## src/rtl/cpu_trace_buffer.sv

```systemverilog
// Instruction-trace recorder: captures the retirement stream into a circular buffer
// around a programmable trigger, then streams the window out oldest-first.
module cpu_trace_buffer #(
  parameter int ADDR_WIDTH  = 32,
  parameter int INST_WIDTH  = 32,
  parameter int DEPTH       = 64,
  parameter int PRE_TRIGGER = 16
) (
  input  logic                                 clk,
  input  logic                                 resetn,
  input  logic                                 arm,
  input  logic                                 force_trig,
  input  logic                                 trace_valid,
  input  logic [ADDR_WIDTH-1:0]                trace_pc,
  input  logic [INST_WIDTH-1:0]                trace_inst,
  input  logic [1:0]                           trace_class,
  input  logic                                 trace_cond_exec,
  input  logic                                 trig_pc_en,
  input  logic [ADDR_WIDTH-1:0]                trig_pc,
  input  logic [INST_WIDTH-1:0]                trig_inst_mask,
  input  logic [INST_WIDTH-1:0]                trig_inst_value,
  input  logic                                 rd_ready,
  output logic                                 rd_valid,
  output logic [ADDR_WIDTH+INST_WIDTH+2:0]     rd_data,
  output logic                                 rd_last,
  output logic                                 armed,
  output logic                                 done,
  output logic [$clog2(DEPTH):0]               trig_pos,
  output logic [$clog2(DEPTH):0]               fill
);

  localparam int AW   = $clog2(DEPTH);
  localparam int EW   = ADDR_WIDTH + INST_WIDTH + 3;
  localparam int POST = DEPTH - PRE_TRIGGER - 1;

  localparam logic [AW:0]   DEPTH_W = (AW+1)'(DEPTH);
  localparam logic [AW:0]   POST_W  = (AW+1)'(POST);
  localparam logic [AW:0]   ONE_W   = (AW+1)'(1);
  localparam logic [AW-1:0] POST_C  = AW'(POST);
  localparam logic [AW-1:0] ONE_C   = AW'(1);

  typedef enum logic [1:0] {S_IDLE, S_ARMED, S_POST, S_DONE} state_t;

  state_t          state_q, state_d;
  logic [AW-1:0]   wptr_q, wptr_d;
  logic [AW:0]     fill_q, fill_d;
  logic [AW-1:0]   post_q, post_d;
  logic [AW:0]     trig_pos_q, trig_pos_d;
  logic [AW-1:0]   rptr_q, rptr_d;
  logic [AW:0]     rleft_q, rleft_d;
  logic            rvalid_q, rvalid_d;
  logic            rlast_q, rlast_d;
  logic [EW-1:0]   rdata_q;
  logic [EW-1:0]   mem [DEPTH];

  logic            we, re, enter_done;
  logic            pc_hit, inst_hit, trig;

  assign pc_hit   = trig_pc_en && (trace_pc == trig_pc);
  assign inst_hit = (trig_inst_mask != '0) && ((trace_inst & trig_inst_mask) == trig_inst_value);
  assign trig     = force_trig || (trace_valid && (pc_hit || inst_hit));

  always_comb begin
    state_d    = state_q;
    wptr_d     = wptr_q;
    fill_d     = fill_q;
    post_d     = post_q;
    trig_pos_d = trig_pos_q;
    rptr_d     = rptr_q;
    rleft_d    = rleft_q;
    rvalid_d   = rvalid_q;
    rlast_d    = rlast_q;
    we         = 1'b0;
    re         = 1'b0;
    enter_done = 1'b0;
    if (arm) begin
      // arm wins over everything, including a same-cycle trigger or write
      state_d    = S_ARMED;
      wptr_d     = '0;
      fill_d     = '0;
      trig_pos_d = '0;
      rleft_d    = '0;
      rvalid_d   = 1'b0;
      rlast_d    = 1'b0;
    end else begin
      unique case (state_q)
        S_ARMED: begin
          we = trace_valid;
          if (trig) begin
            post_d = POST_C;
            if (POST == 0) enter_done = 1'b1;
            else           state_d    = S_POST;
          end
        end
        S_POST: begin
          if (trace_valid) begin
            we     = 1'b1;
            post_d = post_q - ONE_C;
            if (post_q == ONE_C) enter_done = 1'b1;
          end
        end
        S_DONE: begin
          // prefetch the next entry whenever the output slot is free or draining
          if (rleft_q != '0 && (!rvalid_q || rd_ready)) begin
            re       = 1'b1;
            rvalid_d = 1'b1;
            rlast_d  = (rleft_q == ONE_W);
            rptr_d   = rptr_q + ONE_C;
            rleft_d  = rleft_q - ONE_W;
          end else if (rvalid_q && rd_ready) begin
            rvalid_d = 1'b0;
            rlast_d  = 1'b0;
          end
          if ((rvalid_q && rd_ready && rlast_q) || (rleft_q == '0 && !rvalid_q))
            state_d = S_IDLE;
        end
        default: ;
      endcase
      if (we) begin
        wptr_d = wptr_q + ONE_C;
        if (fill_q != DEPTH_W) fill_d = fill_q + ONE_W;
      end
      if (enter_done) begin
        state_d    = S_DONE;
        trig_pos_d = fill_d - ONE_W - POST_W;
        rptr_d     = (fill_d == DEPTH_W) ? wptr_d : '0;
        rleft_d    = fill_d;
      end
    end
  end

  always_ff @(posedge clk or negedge resetn) begin
    if (!resetn) begin
      state_q    <= S_IDLE;
      wptr_q     <= '0;
      fill_q     <= '0;
      post_q     <= '0;
      trig_pos_q <= '0;
      rptr_q     <= '0;
      rleft_q    <= '0;
      rvalid_q   <= 1'b0;
      rlast_q    <= 1'b0;
      rdata_q    <= '0;
    end else begin
      state_q    <= state_d;
      wptr_q     <= wptr_d;
      fill_q     <= fill_d;
      post_q     <= post_d;
      trig_pos_q <= trig_pos_d;
      rptr_q     <= rptr_d;
      rleft_q    <= rleft_d;
      rvalid_q   <= rvalid_d;
      rlast_q    <= rlast_d;
      if (re) rdata_q <= mem[rptr_q];
    end
  end

  always_ff @(posedge clk) begin
    if (we) mem[wptr_q] <= {trace_pc, trace_inst, trace_class, trace_cond_exec};
  end

  assign rd_valid = rvalid_q;
  assign rd_data  = rdata_q;
  assign rd_last  = rlast_q;
  assign armed    = (state_q == S_ARMED) || (state_q == S_POST);
  assign done     = (state_q == S_DONE);
  assign trig_pos = trig_pos_q;
  assign fill     = fill_q;

endmodule

```

## config.mk

```make
export PLATFORM = sky130hd
export DESIGN_NAME = cpu_trace_buffer
export DESIGN_NICKNAME = d
export VERILOG_FILES = /design/src/rtl/cpu_trace_buffer.sv
export SDC_FILE = /design/constraint.sdc
export NUM_CORES = 2
export LEC_CHECK = 0
export CAP_MARGIN = 20
export CELL_PAD_IN_SITES_DETAIL_PLACEMENT = 1
export CELL_PAD_IN_SITES_GLOBAL_PLACEMENT = 1
export CORE_MARGIN = 2
export CORE_UTILIZATION = 45
export CTS_CLUSTER_DIAMETER = 200
export DETAILED_ROUTE_END_ITERATION = 6
export PLACE_DENSITY = 0.66
export SLEW_MARGIN = 40
export SYNTH_ARGS = -nofsm -noshare
export SYNTH_HDL_FRONTEND = slang
export SYNTH_MEMORY_MAX_BITS = 65536
export SYNTH_SLANG_ARGS = --single-unit
```

## constraint.sdc

```tcl
create_clock -name clk -period 8.8 [get_ports clk]
set_input_delay 1.76 -clock clk [delete_from_list [all_inputs] [get_ports clk]]
set_output_delay 1.76 -clock clk [all_outputs]
set_load 0.05 [all_outputs]
```

==> results.yml <==
run_status:
  status: "completed"
logic_synthesis:
  netlist_top_cells_count: "4288 x edfxtp_1, 1389 x mux4_2, 203 x clkbuf_1, 119 x nor2_1, 110 x dfrtp_1"
  synth-simple-area-share_pct: 0.896
  async_reset_ff_share_pct: 2.50
  synth_cells: 6732
  synth.area.top_cells: "edfxtp_1 77%, mux4_2 19%, dfrtp_1 1.6%"
  synth-adder-area-share_pct: 0.104
  yosys.area.top_type: "edfxtp_1"
  synth_ff_type: "edfxtp_1"
  synth_compound_area_share_pct: 0.383
  yosys_warnings: 0
  syn_area_um2: 168000
  synthDistinctLibCells: 53
  synth-seq-area-share_pct: 78.2
  synth_xor_area_share_pct: 0.323
  synth_top_family_by_area: "multiplexers"
  synth_top_area_share_pct: 76.6
  ys_ff_latch: 4398
  synth_mux_area_share_pct: 19.2
  synth_edf_count: 4288
  avgSynthCellArea_um2: 25.0
  synth.most_common_cell: "edfxtp_1"
  syn_nets: 6916
global_route:
  grtUsageTotal_pct: 25.2
  grt_max_degree: 129
  antenna_found_initial: 39
  grt_pass1_vias: 82000
  overflow: 0
  grt_pass1_wl_um: 668000
clocking:
  cts.sink_count: 4398
  hold_buffers: 0
  cts_made_buffers: 438
  clkLatencyLatePin_ps: 990
  root_buffer: "clkbuf_16"
  clk_pin_slew_ps: 60
  post-cts-setup-buffers: 0
  cts_max_level: 5
  cts_buffer_depth: 4
  cts_tree: "done"
  post_cts_resized: 0
floorplanning:
  die_y_um: 615
  io_pins: 255
  design.core.area_um2: 372000
  num_rows: 224
  die_w_um: 615
  dieArea_um2: 379000
  start_util_pct: 45.2
final_layout:
  register_area_um2: 132000
  fillCellCount: 31700
  area_delta_synth_final_pct: 15.0
  design_area_um2: 194000
  drive_above_1_share_pct: 32.9
  finalNonFillerCells: 12700
  multi_input_area_um2: 35800
  finalNetCount: 7563
setup_path:
  critPathLaunchType: "input port"
  critPathRequiredTime_ps: 9370
  crit_arrival_ps: 5680
  crit_path_max_fanout: 38
  path_class: "input port to flop"
  endpoint_kind: "flop"
timing:
  whs_ps: 475
  finalMaxSlewViolations: 0
  setup_viol_count_final: 0
  rsz0062_at_grt: "no"
  max_freq_mhz: 196
  tightest_slew_ps: 981
  skew_ps: 86.8
  min_period_over_period_pct: 58.0
  maxSlewHeadroom_pct: 34.6
  finalHoldViolCount: 0
  setup_tns_ps: 0
  period_minus_slack_ps: 5110
route:
  drc: 0
  drt_iter0_drc: 9497
  wl_per_cell_um: 37.3
  vias_per_cell: 6.18
  wirelength_um: 475000
  antenna_left: 0
  dr.pass1.iters: 5
  num_vias: 78600
pwr:
  p_per_area_nw_per_um2: 277
  swShare_pct: 27.0
  power_frac_seq_pct: 43.8
  power.total_mw: 53.6
  ir_drop_mv: 0.202
  power.leakage_nw: 58.9
  power_switching_mw: 14.5
  p_int_mw: 39.1
  p_clk_share_pct: 34.7
  combPwrFrac_pct: 21.6
placed_design:
  dpl.hpwl_um: 281000
  portBuffers: 254
  placed_area_um2: 179000
  post-place-cells: 11900
  gp_congestion: 0.798
worst_hold_path:
  hp-class: "flop to flop"
run:
  drv_cap: 0
## layer usage
layer | track usage (%) | share of wire [%] | vias up | wire [µm]
li1 | - | - | 30600 | -
met1 | 34.5 | 39 | 43800 | 185000
met2 | 42.1 | 50 | 3548 | 239000
met3 | 3.36 | 7.1 | 680 | 33900
met4 | 8.24 | 3.7 | 4 | 17400
met5 | 0 | 0.0055 | - | 26
## stage by stage
stage          worst slack, ps  util, %
2_1_floorplan             2930        -
3_3_place_gp              2230     47.9
3_5_place_dp              2660     48.1
4_1_cts                   3660     51.9
5_1_grt                   3580     52.0
6_report                  3690     52.0
## flip-flops by register name, summed over array words and instances (netlist names)
register,cells
mem,4288
rd_data,67
fill,7
rleft_q,7
trig_pos,7
post_q,6
rptr_q,6
wptr_q,6
state_q,2
rd_last,1
rd_valid,1
## layout make-up
type | count | share of cell area, %
repair buffers | 554 | 2.90
diodes | 12 | 0.0155
clock buffers | 545 | 5.95
flip-flops and latches | 4398 | 68.0
clock inverters | 262 | 1.40
inverters | 15 | 0.0291
well taps | 4972 | 3.21
multi-input cells | 1972 | 18.5
## layout by cell type (no fill, tap or decap), drive strengths merged, types with 14 or more instances in the layout
cell type | netlist | layout
mux4 | 1389 | 1389
bufinv | 0 | 45
nand4 | 17 | 17
clkbuf | 203 | 546
a21oi | 38 | 38
clkinvlp | 0 | 14
xor2 | 53 | 53
mux2 | 70 | 70
mux2i | 20 | 20
buf | 144 | 368
clkinv | 0 | 197
dfrtp | 110 | 110
inv | 15 | 21
edfxtp | 4288 | 4288
nor4 | 17 | 17
nor2 | 119 | 119
ha | 14 | 14
clkdlybuf4s50 | 0 | 185
nand2 | 67 | 67
nor3 | 32 | 32
## power groups by stage
stage / registers (mW) / clock network [mW] / logic (mW)
6_report: 23.5 / 18.6 / 11.6
5_1_grt: 23.5 / 19.6 / 12.1
4_1_cts: 23.5 / 18.9 / 11.8
3_5_place_dp: 23.9 / 0 / 11.7
3_3_place_gp: 23.9 / 0 / 11.5
2_1_floorplan: 24.2 / 0 / 7.13
## logic make-up (layout without fill, tap and decap cells)
logic type      count (synthesis)  count (layout)
flops                        4398            4398
compound gates                 98              98
mux                          1479            1479
other cells                     0              12
simple gates                  319             319
xor+xnor                       62              62
fa+ha+maj                      14              14
buf+inv                       362            1376
## path summary, 6_finish.rpt
check	start	cells after the start	slack, ps	endpoint
worst min-delay path	rd_data[2]$_DFFE_PN0P_	2	480	rd_data[2]$_DFFE_PN0P_
worst min register to register	rd_data[2]$_DFFE_PN0P_	2	480	rd_data[2]$_DFFE_PN0P_
worst max-delay path	trace_valid	7	3690	mem[2][35]$_DFFE_PP_
worst max register to register	rptr_q[0]$_DFFE_PN0P_	7	4210	rd_data[50]$_DFFE_PN0P_
min in group asynchronous	resetn	1	730	rd_last$_DFFE_PN0P_
max in group asynchronous	resetn	2	6950	rd_data[34]$_DFFE_PN0P_
## worst max-delay path: stages
cell             delay (ps)
clkdlybuf4s50_1         710
nand2b_1                330
nor3_2                  570
nand2_1                 670
nor2_4                  250
buf_4                   610
buf_4                   690
(Power assumes the default switching activity.)
